===== config.mk =====
export PLATFORM = sky130hd
export DESIGN_NAME = rotary_value_ctrl
export DESIGN_NICKNAME = d
export VERILOG_FILES = /design/src/rtl/rotary_value_ctrl.sv
export SDC_FILE = /design/constraint.sdc
export NUM_CORES = 1
export LEC_CHECK = 0
export ABC_AREA = 1
export BUFFER_PORTS_ARGS = -buffer_cell sky130_fd_sc_hd__buf_2
export CAP_MARGIN = 10
export CORE_ASPECT_RATIO = 1.1
export CORE_MARGIN = 4
export CORE_UTILIZATION = 40
export CTS_CLUSTER_SIZE = 28
export DETAILED_ROUTE_END_ITERATION = 7
export GPL_TIMING_DRIVEN = 0
export PLACE_DENSITY_LB_ADDON = 0.12
export SYNTH_ARGS = -nofsm -noshare
export SYNTH_HDL_FRONTEND = slang
export SYNTH_SLANG_ARGS = --single-unit

===== constraint.sdc =====
create_clock -name i_clk -period 2.9 [get_ports i_clk]
set_input_delay 0.435 -clock i_clk [delete_from_list [all_inputs] [get_ports i_clk]]
set_output_delay 0.435 -clock i_clk [all_outputs]
set_load 0.03 [all_outputs]

===== src/rtl/rotary_value_ctrl.sv =====
// Turns quadrature decoder step strobes into a bounded setting register with
// velocity acceleration, clamp/wrap at the limits and a decoder-error lockout.
module rotary_value_ctrl #(
  parameter int VALUE_WIDTH = 8,
  parameter int VALUE_MIN   = 0,
  parameter int VALUE_MAX   = 255,
  parameter int VALUE_INIT  = 0,
  parameter int WRAP        = 0,
  parameter int FAST_WINDOW = 1000,
  parameter int FAST_COUNT  = 3,
  parameter int FAST_STEP   = 4,
  parameter int ERR_LIMIT   = 3,
  parameter int LOCK_CYCLES = 1000
) (
  input  logic                   i_clk,
  input  logic                   i_reset,
  input  logic                   i_cnt,
  input  logic                   i_cnt_cw,
  input  logic                   i_cnt_err,
  input  logic                   i_load,
  input  logic [VALUE_WIDTH-1:0] iv_load_value,
  output logic [VALUE_WIDTH-1:0] ov_value,
  output logic                   o_changed,
  output logic                   o_at_min,
  output logic                   o_at_max,
  output logic                   o_fast,
  output logic                   o_locked
);
  localparam int EXT = VALUE_WIDTH + 2;
  localparam int TW  = $clog2(FAST_WINDOW + 1);
  localparam int SW  = $clog2(FAST_COUNT + 1);
  localparam int EW  = $clog2(ERR_LIMIT + 1);
  localparam int LW  = $clog2(LOCK_CYCLES + 1);

  localparam logic [EXT-1:0]         MIN_X     = EXT'(VALUE_MIN);
  localparam logic [EXT-1:0]         MAX_X     = EXT'(VALUE_MAX);
  localparam logic [EXT-1:0]         STEP_X    = EXT'(FAST_STEP);
  localparam logic [EXT-1:0]         ONE_X     = EXT'(1);
  localparam logic [TW-1:0]          WIN       = TW'(FAST_WINDOW);
  localparam logic [SW-1:0]          CNT_FAST  = SW'(FAST_COUNT);
  localparam logic [EW-1:0]          ERR_MAX   = EW'(ERR_LIMIT);
  localparam logic [LW-1:0]          LOCK_LAST = LW'(LOCK_CYCLES - 1);
  localparam logic [VALUE_WIDTH-1:0] INIT_V    = VALUE_WIDTH'(VALUE_INIT);

  typedef enum logic [1:0] {SLOW, FAST, LOCK} state_t;

  state_t                 state_reg, state_next;
  logic [VALUE_WIDTH-1:0] value_reg;
  logic                   changed_reg, at_min_reg, at_max_reg;
  logic [TW-1:0]          timer_reg, timer_next;
  logic [SW-1:0]          streak_reg, streak_next;
  logic [EW-1:0]          err_reg, err_next;
  logic                   dir_reg, dir_next;
  logic [LW-1:0]          lock_cnt_reg, lock_cnt_next;

  logic           accept, err_evt, same_dir;
  logic [EXT-1:0] cur_x, size_x, load_x, up_x, down_floor_x, result_x;

  assign accept       = i_cnt && !i_cnt_err && !i_load && (state_reg != LOCK);
  assign err_evt      = i_cnt_err && (state_reg != LOCK);
  assign same_dir     = (i_cnt_cw == dir_reg);
  assign cur_x        = EXT'(value_reg);
  assign load_x       = EXT'(iv_load_value);
  assign size_x       = (state_reg == FAST && same_dir) ? STEP_X : ONE_X;
  assign up_x         = cur_x + size_x;
  // v - s < MIN is tested as v < MIN + s so nothing goes negative
  assign down_floor_x = MIN_X + size_x;

  always_comb begin
    result_x = cur_x;
    if (i_load) begin
      if (load_x < MIN_X)      result_x = MIN_X;
      else if (load_x > MAX_X) result_x = MAX_X;
      else                     result_x = load_x;
    end else if (accept) begin
      if (i_cnt_cw) begin
        if (up_x <= MAX_X)  result_x = up_x;
        else if (WRAP != 0) result_x = MIN_X + (up_x - MAX_X - ONE_X);
        else                result_x = MAX_X;
      end else begin
        if (cur_x >= down_floor_x) result_x = cur_x - size_x;
        else if (WRAP != 0)        result_x = MAX_X - (down_floor_x - cur_x - ONE_X);
        else                       result_x = MIN_X;
      end
    end
  end

  always_comb begin
    state_next    = state_reg;
    timer_next    = (timer_reg == WIN) ? timer_reg : timer_reg + TW'(1);
    streak_next   = streak_reg;
    err_next      = err_reg;
    dir_next      = dir_reg;
    lock_cnt_next = lock_cnt_reg;

    if (accept) begin
      timer_next = '0;
      dir_next   = i_cnt_cw;
      err_next   = '0;
      if (timer_reg < WIN && same_dir)
        streak_next = (streak_reg == CNT_FAST) ? streak_reg : streak_reg + SW'(1);
      else
        streak_next = SW'(1);
    end
    if (err_evt && err_reg != ERR_MAX)
      err_next = err_reg + EW'(1);

    case (state_reg)
      SLOW: begin
        if (err_evt && err_next == ERR_MAX) begin
          state_next    = LOCK;
          lock_cnt_next = '0;
        end else if (accept && streak_next == CNT_FAST) begin
          state_next = FAST;
        end
      end
      FAST: begin
        if (err_evt && err_next == ERR_MAX) begin
          state_next    = LOCK;
          lock_cnt_next = '0;
        end else if (accept && !same_dir) begin
          state_next = SLOW;
        end else if (!accept && timer_next == WIN) begin
          state_next  = SLOW;
          streak_next = '0;
        end
      end
      LOCK: begin
        if (lock_cnt_reg == LOCK_LAST) begin
          state_next  = SLOW;
          streak_next = '0;
          err_next    = '0;
          timer_next  = WIN;
        end else begin
          lock_cnt_next = lock_cnt_reg + LW'(1);
        end
      end
      default: state_next = SLOW;
    endcase
  end

  always_ff @(posedge i_clk) begin
    if (i_reset) begin
      state_reg    <= SLOW;
      value_reg    <= INIT_V;
      changed_reg  <= 1'b0;
      at_min_reg   <= (VALUE_INIT == VALUE_MIN);
      at_max_reg   <= (VALUE_INIT == VALUE_MAX);
      timer_reg    <= WIN;
      streak_reg   <= '0;
      err_reg      <= '0;
      dir_reg      <= 1'b1;
      lock_cnt_reg <= '0;
    end else begin
      state_reg    <= state_next;
      value_reg    <= result_x[VALUE_WIDTH-1:0];
      changed_reg  <= (result_x[VALUE_WIDTH-1:0] != value_reg);
      at_min_reg   <= (result_x == MIN_X);
      at_max_reg   <= (result_x == MAX_X);
      timer_reg    <= timer_next;
      streak_reg   <= streak_next;
      err_reg      <= err_next;
      dir_reg      <= dir_next;
      lock_cnt_reg <= lock_cnt_next;
    end
  end

  assign ov_value  = value_reg;
  assign o_changed = changed_reg;
  assign o_at_min  = at_min_reg;
  assign o_at_max  = at_max_reg;
  assign o_fast    = (state_reg == FAST);
  assign o_locked  = (state_reg == LOCK);
endmodule


==> results.yml <==
status:
  outcome: "complete, no violations"
pwr:
  leakagePower_nw: 1.602
  power_density_nw_per_um2: 543.5
  irDropWorstVdd_mv: 0.2435
route:
  drt_iter0_markers: 165
  wl_per_cell_microns: 12.47
  postRouteAntennaNets: 0
  finalWirelength_mm: 7.317
  post-route-drc-count: 0
  dr.pass1.iters: 5
  num_vias: 2947
  vias_per_cell: 5.020
synthesis:
  synth_mux_area_frac: 0
  ys_async_sr_fraction: 0
  synth_top_family_by_area: "simple AND/OR/NAND/NOR gates"
  synth-compound-area-share: 0.09650
  synth_simple_gate_area_frac: 0.4357
  synth-edff-count: 0
  synth_xor_area_frac: 0.03332
  synthAdderAreaFrac: 0.06491
  synthFlopType: "dfxtp_1"
  synth_top_area_frac: 0.2631
  synth_area_leaders: "dfxtp_1 26%, nand2_1 19%, nand3_1 8.0%, inv_1 7.0%, nor2_1 6.9%"
  ys_seq_area_frac: 0.2631
  syn-instance-count: 463
  yosysUniqueCellTypes: 37
  synth_top_cell_by_area: "dfxtp_1"
  syn_nets: 492
  yosysWarnings: 0
  ys_seq_elements: 38
  syn_area_sq_um: 2892
  avgSynthCellArea_sq_um: 6.245
setup_path:
  critPathLaunchType: "register"
  worst-path-max-fanout: 7
  path_class: "reg -> reg"
  endpoint_kind: "register"
  worstPathArrival_ps: 2810
  reg2reg_from: "dir_reg"
  critPathLaunch: "dir_reg"
  required_ps: 3070
placed_design:
  port_buffers: 25
  placed_area_sq_um: 3123
  gp_congestion: 0.8498
  dp_hpwl_mm: 5.549
  dp_cells: 573
sta:
  max_clock_freq_mhz: 377.9
  relSlewSlack: 0.6122
  period_needed_ps: 2646
  setup_viol: 0
  finalCritPeriodShare: 0.9124
  slew_violations: 0
  tns_ps: 0
  finalClockSkew_ps: 6.225
  hold_viol: 0
  tightest_slew_ps: 579.6
cells_and_area:
  finalInstanceArea_sq_um: 3318
  num_antenna_cells: 0
  drive_gt1_frac: 0.1733
  area_growth_syn_to_layout_pct: 14.76
  finalNonFillerCells: 587
  fill_cells: 733
  final_nets: 530
grt:
  antenna_found_initial: 0
  gr-usage-all-layers: 0.1715
  grt_pass1_wl_mm: 12.12
  overflow: 0
  grt_pass1_vias: 2713
  grt_max_degree: 12
hold_path:
  hp-class: "in -> reg"
  hold_start: "i_reset"
cts:
  clk_root_buffer_cell: "clkbuf_8"
  htreeDepth: 2
  cts_tree: "yes"
  postCtsHoldBufs: 0
  cts.clk_slew.worst_paths_ps: 80
  clkSinkCount: 38
  clock_path_buffers: 2
  clock_latency_ps: 290
  cts_made_buffers: 5
floorplan:
  die_area_sq_um: 8654
  io_pins: 27
  start_util: 0.4127
  core_sq_um: 7007
  die_y_microns: 97.17
  row_count: 32
  fp.dieW_microns: 89.07
flow_run:
  maxCapViolations: 0
==> cells in the mapped netlist (5+ instances only) <==
cell	n
a21oi_1	19
buf_6	5
dfxtp_1	38
ha_1	15
inv_1	54
nand2_1	148
nand3_1	46
nand4_1	8
nor2_1	53
nor3_1	9
o21ai_0	16
xor2_1	9
==> per-stage QoR <==
stage | hold WS, ps | total power [W] | worst slack (ps) | utilization
after global placement | 482.6 | 0.001353 | -113.6 | 0.4457
after global routing | 390.0 | 0.001953 | -12.89 | 0.4736
final | 386.4 | 0.001803 | 254.0 | 0.4736
after CTS | 386.4 | 0.001758 | 5.870 | 0.4602
after detailed placement | 486.2 | 0.001360 | -126.6 | 0.4457
after floorplan | 467.9 | 0.001201 | 172.8 | -
==> final timing paths <==
kind	endpoint	slack, ps	depth (start not counted)
worst max register to register	o_changed	250	19
worst min register to register	lock_cnt_reg[9]	490	2
worst min-delay path	state_reg[1]	390	2
worst max-delay path	o_changed	250	19
==> cells in the final DEF (no fill, tap or decap), drive strengths merged, types with 2 or more instances in the layout <==
cell | synthesis | final
buf | 10 | 41
nand3 | 50 | 50
xor2 | 9 | 9
clkbuf | 1 | 8
inv | 56 | 56
xnor2 | 2 | 2
nand4 | 9 | 9
nor3b | 3 | 3
ha | 15 | 15
nor2 | 55 | 55
nand2 | 150 | 150
nor3 | 10 | 10
a21oi | 21 | 21
nand3b | 2 | 2
o21ai | 20 | 20
or2 | 3 | 3
o211ai | 2 | 2
dfxtp | 38 | 38
==> cell type report <==
class / count / area [sq um] / share of cell area
flip-flops and latches: 38 / 763.2 / 0.2300
clock buffers: 7 / 86.33 / 0.02602
plain buffers: 12 / 103.9 / 0.03130
repair buffers: 31 / 170.2 / 0.05128
multi-input cells: 357 / 1873 / 0.5645
well taps: 85 / 106.4 / 0.03205
inverters: 56 / 210.2 / 0.06335
clock inverters: 1 / 5.005 / 0.001508
==> worst max-delay path, stage by stage, from the launching register on <==
cell	delay (ps)
dfxtp_1	340
xor2_1	360
nor2_4	90
inv_2	100
ha_1	240
buf_6	140
nand2_2	90
nand2_1	90
nor2_2	130
nand2_2	130
nand2_1	90
nand2_1	60
nand3_2	100
nand2_1	80
nand2_1	70
nand2_1	50
nor2_1	90
nand2_1	100
nor2_1	130
nor2_1	50
==> cell families after synthesis <==
group           count (synthesis)
buf+inv                        68
xor+xnor                       11
flops                          38
fa+ha+maj                      15
compound gates                 47
simple gates                  284
==> timing repair <==
item,in CTS,in global routing
setup endpoints to repair,2,3
setup buffers,0,6
pin swaps,0,8
gates resized for setup,4,16
gates cloned,0,0
==> per-layer routing <==
metal  up-vias  share of wire  GRT usage
li1       1548              -          -
met1      1336           0.45     0.2172
met2        53           0.49     0.2846
met3        10          0.030    0.02714
met4         0          0.024    0.06873
met5         -              0          0
==> where the power goes <==
group	internal, W	switching [W]
sequential	0.000576	0.0000557
combinational	0.000291	0.000497
clock	0.000192	0.000193
total	0.00106	0.000745
(Power assumes the default switching activity.)
